$ cat src/rtl/sprite_draw_scheduler.sv
// ---------------------------------------------------------------------------
// sprite_draw_scheduler
//
// Per-frame sequencer for the sprite drawing engine. The host fills a table of
// NUM_SPRITES entries through a small register port. On every frame_start
// tick the table is walked in index order. Each enabled entry with non-zero
// width and height is handed to the engine over the draw_sprite/done_draw
// level handshake, one sprite at a time. When the walk ends, frame_done and
// fb_swap pulse together for one cycle.
//
// Table layout, four 32-bit words per entry, cfg_addr_i = {entry, word}:
//   w0 = {y[31:16], x[15:0]}
//   w1 = {height[31:16], width[15:0]}
//   w2 = address
//   w3 = {clr_ovr[31], enable[24], rotate[23:16], id[15:0]}
//        clr_ovr is write-only and always reads back as 0.
//
// Ports:
//   clk_i, rst_ni                    clock, asynchronous active-low reset
//   cfg_write_i, cfg_read_i          table write / read strobes
//   cfg_addr_i, cfg_writedata_i      table address and write data
//   cfg_readdata_o                   read data, valid one cycle after cfg_read_i
//   frame_start_i                    one-cycle frame tick (vsync)
//   sprite_*_o                       sprite parameters presented to the engine
//   draw_sprite_o / done_draw_i      level handshake with the engine
//   busy_o                           a walk is in progress
//   frame_done_o, fb_swap_o          one-cycle pulses at the end of a walk
//   frame_overrun_o                  sticky; set by frame_start_i while not idle
//   cur_index_o                      table entry currently being processed
//
// Optional feature macro: SPRITE_SCHED_WATCHDOG_EN
//   Adds a 24-bit watchdog on the engine handshake and a sticky
//   sprite_timeout_o output. Both sticky flags are cleared by writing word 3
//   of entry 0 with bit 31 set.
// ---------------------------------------------------------------------------
module sprite_draw_scheduler #(
    parameter int NUM_SPRITES = 16,
    parameter int IDX_W       = $clog2(NUM_SPRITES)
) (
    input  logic               clk_i,
    input  logic               rst_ni,
    input  logic               cfg_write_i,
    input  logic               cfg_read_i,
    input  logic [IDX_W+1:0]   cfg_addr_i,
    input  logic [31:0]        cfg_writedata_i,
    output logic [31:0]        cfg_readdata_o,
    input  logic               frame_start_i,
    output logic [15:0]        sprite_id_o,
    output logic [15:0]        sprite_x_o,
    output logic [15:0]        sprite_y_o,
    output logic [15:0]        sprite_width_o,
    output logic [15:0]        sprite_height_o,
    output logic [31:0]        sprite_address_o,
    output logic [7:0]         sprite_rotate_o,
    output logic               draw_sprite_o,
    input  logic               done_draw_i,
    output logic               busy_o,
    output logic               frame_done_o,
    output logic               fb_swap_o,
    output logic               frame_overrun_o,
    output logic [IDX_W-1:0]   cur_index_o
`ifdef SPRITE_SCHED_WATCHDOG_EN
    ,
    output logic               sprite_timeout_o
`endif
);

    typedef enum logic [2:0] {
        S_IDLE,
        S_SCAN,
        S_ISSUE,
        S_WAIT_ACK,
        S_WAIT_DONE,
        S_RELEASE,
        S_FINISH
    } state_e;

    localparam logic [IDX_W-1:0] LAST_IDX = IDX_W'(NUM_SPRITES - 1);

    // Sprite table storage
    logic [31:0] pos_q  [NUM_SPRITES];
    logic [31:0] size_q [NUM_SPRITES];
    logic [31:0] addr_q [NUM_SPRITES];
    logic [24:0] attr_q [NUM_SPRITES];

    logic [IDX_W-1:0] cfg_entry;
    logic [1:0]       cfg_word;
    logic [31:0]      rd_data;
    logic [31:0]      cfg_readdata_q;

    state_e           state_q, state_d;
    logic [IDX_W-1:0] idx_q, idx_d;
    logic             rel_q, rel_d;
    logic             draw_q, draw_d;
    logic             latch_issue;
    logic             entry_valid;
    logic             clr_flags;
    logic             overrun_q;

    logic [15:0] spr_id_q, spr_x_q, spr_y_q, spr_w_q, spr_h_q;
    logic [31:0] spr_addr_q;
    logic [7:0]  spr_rot_q;

`ifdef SPRITE_SCHED_WATCHDOG_EN
    logic [23:0] wdog_q, wdog_d;
    logic        timeout_hit;
    logic        timeout_q;
`endif

    assign cfg_entry = cfg_addr_i[IDX_W+1:2];
    assign cfg_word  = cfg_addr_i[1:0];
    assign clr_flags = cfg_write_i && (cfg_entry == '0) && (cfg_word == 2'd3)
                       && cfg_writedata_i[31];

    // Host writes to the table; allowed at any time, including during a walk.
    always_ff @(posedge clk_i or negedge rst_ni) begin
        if (!rst_ni) begin
            for (int i = 0; i < NUM_SPRITES; i++) begin
                pos_q[i]  <= '0;
                size_q[i] <= '0;
                addr_q[i] <= '0;
                attr_q[i] <= '0;
            end
        end else if (cfg_write_i) begin
            case (cfg_word)
                2'd0:    pos_q[cfg_entry]  <= cfg_writedata_i;
                2'd1:    size_q[cfg_entry] <= cfg_writedata_i;
                2'd2:    addr_q[cfg_entry] <= cfg_writedata_i;
                default: attr_q[cfg_entry] <= cfg_writedata_i[24:0];
            endcase
        end
    end

    always_comb begin
        rd_data = '0;
        case (cfg_word)
            2'd0:    rd_data = pos_q[cfg_entry];
            2'd1:    rd_data = size_q[cfg_entry];
            2'd2:    rd_data = addr_q[cfg_entry];
            default: rd_data = {7'd0, attr_q[cfg_entry]};
        endcase
    end

    always_ff @(posedge clk_i or negedge rst_ni) begin
        if (!rst_ni) begin
            cfg_readdata_q <= '0;
        end else if (cfg_read_i) begin
            cfg_readdata_q <= rd_data;
        end
    end

    // An entry is drawn only if it is enabled and has a non-empty footprint.
    assign entry_valid = attr_q[idx_q][24] && (size_q[idx_q][15:0] != 16'd0)
                         && (size_q[idx_q][31:16] != 16'd0);

`ifdef SPRITE_SCHED_WATCHDOG_EN
    assign timeout_hit = ((state_q == S_WAIT_ACK) || (state_q == S_WAIT_DONE))
                         && (wdog_q == 24'hFFFFFF);
`endif

    always_comb begin
        state_d     = state_q;
        idx_d       = idx_q;
        rel_d       = rel_q;
        draw_d      = draw_q;
        latch_issue = 1'b0;
`ifdef SPRITE_SCHED_WATCHDOG_EN
        wdog_d      = wdog_q;
`endif
        case (state_q)
            S_IDLE: begin
                if (frame_start_i) begin
                    state_d = S_SCAN;
                    idx_d   = '0;
                end
            end
            S_SCAN: begin
                if (entry_valid) begin
                    state_d = S_ISSUE;
                end else if (idx_q == LAST_IDX) begin
                    state_d = S_FINISH;
                end else begin
                    idx_d = idx_q + IDX_W'(1);
                end
            end
            S_ISSUE: begin
                latch_issue = 1'b1;
                draw_d      = 1'b1;
                state_d     = S_WAIT_ACK;
`ifdef SPRITE_SCHED_WATCHDOG_EN
                wdog_d      = '0;
`endif
            end
            S_WAIT_ACK: begin
`ifdef SPRITE_SCHED_WATCHDOG_EN
                wdog_d = wdog_q + 24'd1;
`endif
                if (!done_draw_i) begin
                    state_d = S_WAIT_DONE;
                end
            end
            S_WAIT_DONE: begin
`ifdef SPRITE_SCHED_WATCHDOG_EN
                wdog_d = wdog_q + 24'd1;
`endif
                if (done_draw_i) begin
                    draw_d  = 1'b0;
                    rel_d   = 1'b0;
                    state_d = S_RELEASE;
                end
            end
            S_RELEASE: begin
                // Two cycles with draw_sprite low so the engine can re-arm.
                if (rel_q) begin
                    if (idx_q == LAST_IDX) begin
                        state_d = S_FINISH;
                    end else begin
                        idx_d   = idx_q + IDX_W'(1);
                        state_d = S_SCAN;
                    end
                end else begin
                    rel_d = 1'b1;
                end
            end
            S_FINISH: begin
                state_d = S_IDLE;
            end
            default: begin
                state_d = S_IDLE;
            end
        endcase
`ifdef SPRITE_SCHED_WATCHDOG_EN
        // An unresponsive engine is abandoned and the walk carries on.
        if (timeout_hit) begin
            draw_d  = 1'b0;
            rel_d   = 1'b0;
            state_d = S_RELEASE;
        end
`endif
    end

    always_ff @(posedge clk_i or negedge rst_ni) begin
        if (!rst_ni) begin
            state_q <= S_IDLE;
            idx_q   <= '0;
            rel_q   <= 1'b0;
            draw_q  <= 1'b0;
`ifdef SPRITE_SCHED_WATCHDOG_EN
            wdog_q  <= '0;
`endif
        end else begin
            state_q <= state_d;
            idx_q   <= idx_d;
            rel_q   <= rel_d;
            draw_q  <= draw_d;
`ifdef SPRITE_SCHED_WATCHDOG_EN
            wdog_q  <= wdog_d;
`endif
        end
    end

    // Parameters are captured at issue so later host writes cannot disturb
    // the sprite in flight.
    always_ff @(posedge clk_i or negedge rst_ni) begin
        if (!rst_ni) begin
            spr_id_q   <= '0;
            spr_x_q    <= '0;
            spr_y_q    <= '0;
            spr_w_q    <= '0;
            spr_h_q    <= '0;
            spr_addr_q <= '0;
            spr_rot_q  <= '0;
        end else if (latch_issue) begin
            spr_id_q   <= attr_q[idx_q][15:0];
            spr_x_q    <= pos_q[idx_q][15:0];
            spr_y_q    <= pos_q[idx_q][31:16];
            spr_w_q    <= size_q[idx_q][15:0];
            spr_h_q    <= size_q[idx_q][31:16];
            spr_addr_q <= addr_q[idx_q];
            spr_rot_q  <= attr_q[idx_q][23:16];
        end
    end

    // A frame tick that arrives while not idle (FINISH included) is dropped
    // and flagged. A new overrun wins over a clear in the same cycle.
    always_ff @(posedge clk_i or negedge rst_ni) begin
        if (!rst_ni) begin
            overrun_q <= 1'b0;
        end else if (frame_start_i && (state_q != S_IDLE)) begin
            overrun_q <= 1'b1;
        end else if (clr_flags) begin
            overrun_q <= 1'b0;
        end
    end

`ifdef SPRITE_SCHED_WATCHDOG_EN
    always_ff @(posedge clk_i or negedge rst_ni) begin
        if (!rst_ni) begin
            timeout_q <= 1'b0;
        end else if (timeout_hit) begin
            timeout_q <= 1'b1;
        end else if (clr_flags) begin
            timeout_q <= 1'b0;
        end
    end

    assign sprite_timeout_o = timeout_q;
`endif

    assign cfg_readdata_o   = cfg_readdata_q;
    assign sprite_id_o      = spr_id_q;
    assign sprite_x_o       = spr_x_q;
    assign sprite_y_o       = spr_y_q;
    assign sprite_width_o   = spr_w_q;
    assign sprite_height_o  = spr_h_q;
    assign sprite_address_o = spr_addr_q;
    assign sprite_rotate_o  = spr_rot_q;
    assign draw_sprite_o    = draw_q;
    assign busy_o           = (state_q != S_IDLE) && (state_q != S_FINISH);
    assign frame_done_o     = (state_q == S_FINISH);
    assign fb_swap_o        = (state_q == S_FINISH);
    assign frame_overrun_o  = overrun_q;
    assign cur_index_o      = idx_q;

endmodule

$ cat config.mk
export PLATFORM = sky130hd
export DESIGN_NAME = sprite_draw_scheduler
export DESIGN_NICKNAME = d
export VERILOG_FILES = /design/src/rtl/sprite_draw_scheduler.sv
export SDC_FILE = /design/constraint.sdc
export NUM_CORES = 2
export LEC_CHECK = 0
export ABC_CLOCK_PERIOD_IN_PS = 4250
export BUFFER_PORTS_ARGS = -buffer_cell sky130_fd_sc_hd__buf_2
export CAP_MARGIN = 20
export CORE_MARGIN = 4
export CORE_UTILIZATION = 51
export DETAILED_ROUTE_END_ITERATION = 12
export PLACE_DENSITY = 0.69
export SKIP_LAST_GASP = 1
export SLEW_MARGIN = 20
export SYNTH_ARGS = -nofsm -noshare
export SYNTH_HDL_FRONTEND = slang
export SYNTH_SLANG_ARGS = --single-unit
$ cat constraint.sdc
create_clock -name clk_i -period 4.25 [get_ports clk_i]
set_input_delay 0.2125 -clock clk_i [delete_from_list [all_inputs] [get_ports clk_i]]
set_output_delay 0.2125 -clock clk_i [all_outputs]
set_load 0.02 [all_outputs]
==> reports/summary.txt <==
Status: finished, final reports clean
Syn avg cell area: 16.2 um2
DR vias/cell: 6.77
Port Buffer Count: 204
Fin. max-slew vios: 0
Worst-path clk slew: 0.06 ns
EDFF count, synth: 0
Clk buf depth: 3
YS warnings: 0
CTS root buf: clkbuf_16
Yosys cell types: 53
Leading area contributor after synthesis: dfrtp_1
Slew headroom: 0.152
Post-CTS setup buffers: 0
DRT antenna net count: 0
Cts bufs inserted: 220
Clock sink count: 2098
Layout cells sized above 1: 0.596
Die W: 468 um
Crit. End Element: flop
I/O pins: 205
Clock Skew: 0.0311 ns
First-pass GRT wire length: 485 mm
Design Power: 62600 uW
Vias in the first global route: 68414
Mapped Cells: 6682
Gp weighted congestion: 0.870
Critical Path Sink: cur_index_o[3]
Share of the synthesized area in the top cell type: 0.486
Final count of hold timing violations: 0
Die ar.: 0.219 mm2
Leakage: 0.0544 uW
Hold-fix buffers, CTS: 12
FFs w/ async S/R, synth: 1.00
Mapped Area: 0.108 mm2
Max Cap Violations: 0
Max rail drop VDD: 646 uV
1st-iter DRT viols: 6677
Register area: 0.0525 mm2
Final core occ: 0.575
Sequential area share after synthesis: 0.486
Pre-CTS setup slack: 0.496 ns
GRT Util Overall: 0.305
Final wirelength: 332 mm
Pwr Density: 519 mW/mm2
Rows: 168
Vias: 65613
Least-Margin Pin Slew: 1.27 ns
Nets: 6727
Initial Util: 0.514
Fin area: 0.121 mm2
GRT overflow: 0
Most used flip-flop cell after synthesis: dfrtp_1
H-tree Lvls: 4
Worst Setup SP: cur_index_o[1]
Area after DPL: 0.113 mm2
Core ar.: 0.210 mm2
Post-synthesis register bit count: 2098
Endpoints failing setup: 0
Wire per inst: 34.2 um
Most common cell in the netlist: dfrtp_1
RSZ-0062 raised after global routing: no
Critical Path RT: 5.00 ns
DRC Markers: 0
Largest net degree at the start of global routing: 165
Initial antenna violation count: 47
Worst hold path class: primary input to flop
CP arrival: 4.50 ns
Syn_nets: 6727
Worst reg-to-reg path cell count: 10
Most instantiated cells after synthesis: dfrtp_1 (2098), mux2_2 (1991), mux4_2 (1172)
Detailed Place HPWL: 201 mm
FF-to-FF Start: cur_index_o[1]
Critical path fanouts, max: 21
Drt pass-1 iters: 7
R2R Path End: cur_index_o[3]
Clock Latency Late Sink: 0.87 ns
Die height: 468 um
CP Launch Type: flop
CTS tree: built
Top cells by area, synth: dfrtp_1 (49%), mux4_2 (24%), mux2_2 (21%)
Max Fclk: 266 MHz
Setup TNS: 0 ns
Multi-input gate area: 0.0529 mm2
CTS resizes: 0
Tcrit/Tclk final: 0.883
Final worst path period need: 3.75 ns
Filler instances: 15969
Critical Setup Path Class: flop to flop
Reg-to-reg slack, setup: 0.50 ns
Setup ws final: 0.497 ns
Synthesis-to-finish area growth: 11.9%
-- flip-flops by register name, summed over array words and instances (netlist names), 16 cells and up --
signal	cells
sprite_y_o	16
sprite_height_o	16
sprite_id_o	16
pos_q	512
size_q	512
sprite_x_o	16
cfg_readdata_o	32
attr_q	400
addr_q	512
sprite_address_o	32
sprite_width_o	16
-- routing by layer --
metal | global-route usage | vias up | share of wire | wire, um
li1 | - | 25901 | - | -
met1 | 0.416 | 36216 | 0.40 | 132000
met2 | 0.477 | 2767 | 0.47 | 157000
met3 | 0.0675 | 701 | 0.080 | 26500
met4 | 0.131 | 28 | 0.047 | 15600
met5 | 0 | - | 0.00052 | 173
-- cells in the final DEF, fill, tap and decap left out, types with 4 or more instances in the layout --
cell type,Yosys,layout
diode_2,0,25
clkinv_8,0,7
dfrtp_4,0,4
nand3_1,12,12
clkbuf_8,0,66
nand2b_1,11,11
nor3_1,11,11
clkinv_2,0,50
buf_12,2,85
a221oi_1,4,4
nor2_1,56,36
buf_4,7,194
mux2_2,1991,1991
clkbuf_1,423,40
or2_2,6,6
mux4_1,15,15
a22oi_1,16,16
inv_1,6,6
mux2i_1,51,51
nand2_1,385,340
dfrtp_1,2098,2094
nor2b_1,6,6
o211ai_1,4,4
dlygate4sd3_1,0,11
o21ai_0,31,31
bufinv_16,0,12
nor2_4,0,20
mux4_2,1172,1172
nand2_2,0,44
buf_2,68,199
a21oi_1,26,26
o22ai_1,16,16
clkbuf_16,0,225
nand4_1,5,5
and2_1,5,4
-- where the power goes --
part / total [uW] / leakage, uW / internal [uW] / switching (uW)
logic: 17700 / 0.0228 / 9170 / 8520
registers: 25000 / 0.0279 / 22800 / 2260
clock network: 19900 / 0.00374 / 11500 / 8390
-- final cells by class --
cell class | count | area share
Clock buffer | 330 | 0.0553
Clock inverter | 76 | 0.00675
Inverter | 7 | 0.000217
Tap cell | 2805 | 0.0291
Antenna cell | 25 | 0.000518
Multi-Input combinational cell | 3862 | 0.438
Timing Repair Buffer | 493 | 0.0358
Sequential cell | 2098 | 0.435
-- through the flow --
stage,instances,hold WS [ns]
3_5_place_dp,9253,0.236
2_1_floorplan,6682,-0.0831
6_report,9696,0.0830
5_1_grt,9680,0.0453
3_3_place_gp,9253,0.234
4_1_cts,9671,0.0145
-- worst min-delay path by stage --
| stage | startpoint | end | slack [ns] | depth (start not counted) |
|---|---|---|---|---|
| after global routing | cfg_writedata_i[31] | pos_q[415] | 0.05 | 2 |
| after CTS | cfg_writedata_i[31] | pos_q[479] | 0.01 | 2 |
| after global placement | rst_ni | pos_q[91] | 0.23 | 1 |
| after floorplan | rst_ni | addr_q[0] | -0.08 | 0 |
| after detailed placement | rst_ni | pos_q[91] | 0.24 | 1 |
| final | cfg_writedata_i[31] | pos_q[479] | 0.08 | 2 |
-- critical path, cell delays in order, from the launching register on --
cell	delay, ns
dfrtp_4	0.55
buf_12	0.24
buf_4	0.35
mux4_2	0.55
a22oi_1	0.24
nand3_1	0.18
nor4_2	0.25
nand3_1	0.33
o2111ai_2	0.43
a41oi_1	0.17
a211o_1	0.31
-- cell families (layout without fill, tap and decap cells) --
kind of cell / after synthesis / count (layout) / synth area share
AO/OA/AOI/OAI: 119 / 119 / 0.00709
adder cells (fa/ha/maj): 1 / 1 / 0.000116
buffers and inverters: 722 / 906 / 0.0266
flip-flops: 2098 / 2098 / 0.486
multiplexers: 3229 / 3229 / 0.460
other: 0 / 25 / 0
AND/OR/NAND/NOR: 513 / 513 / 0.0195
(Power assumes the default switching activity.)
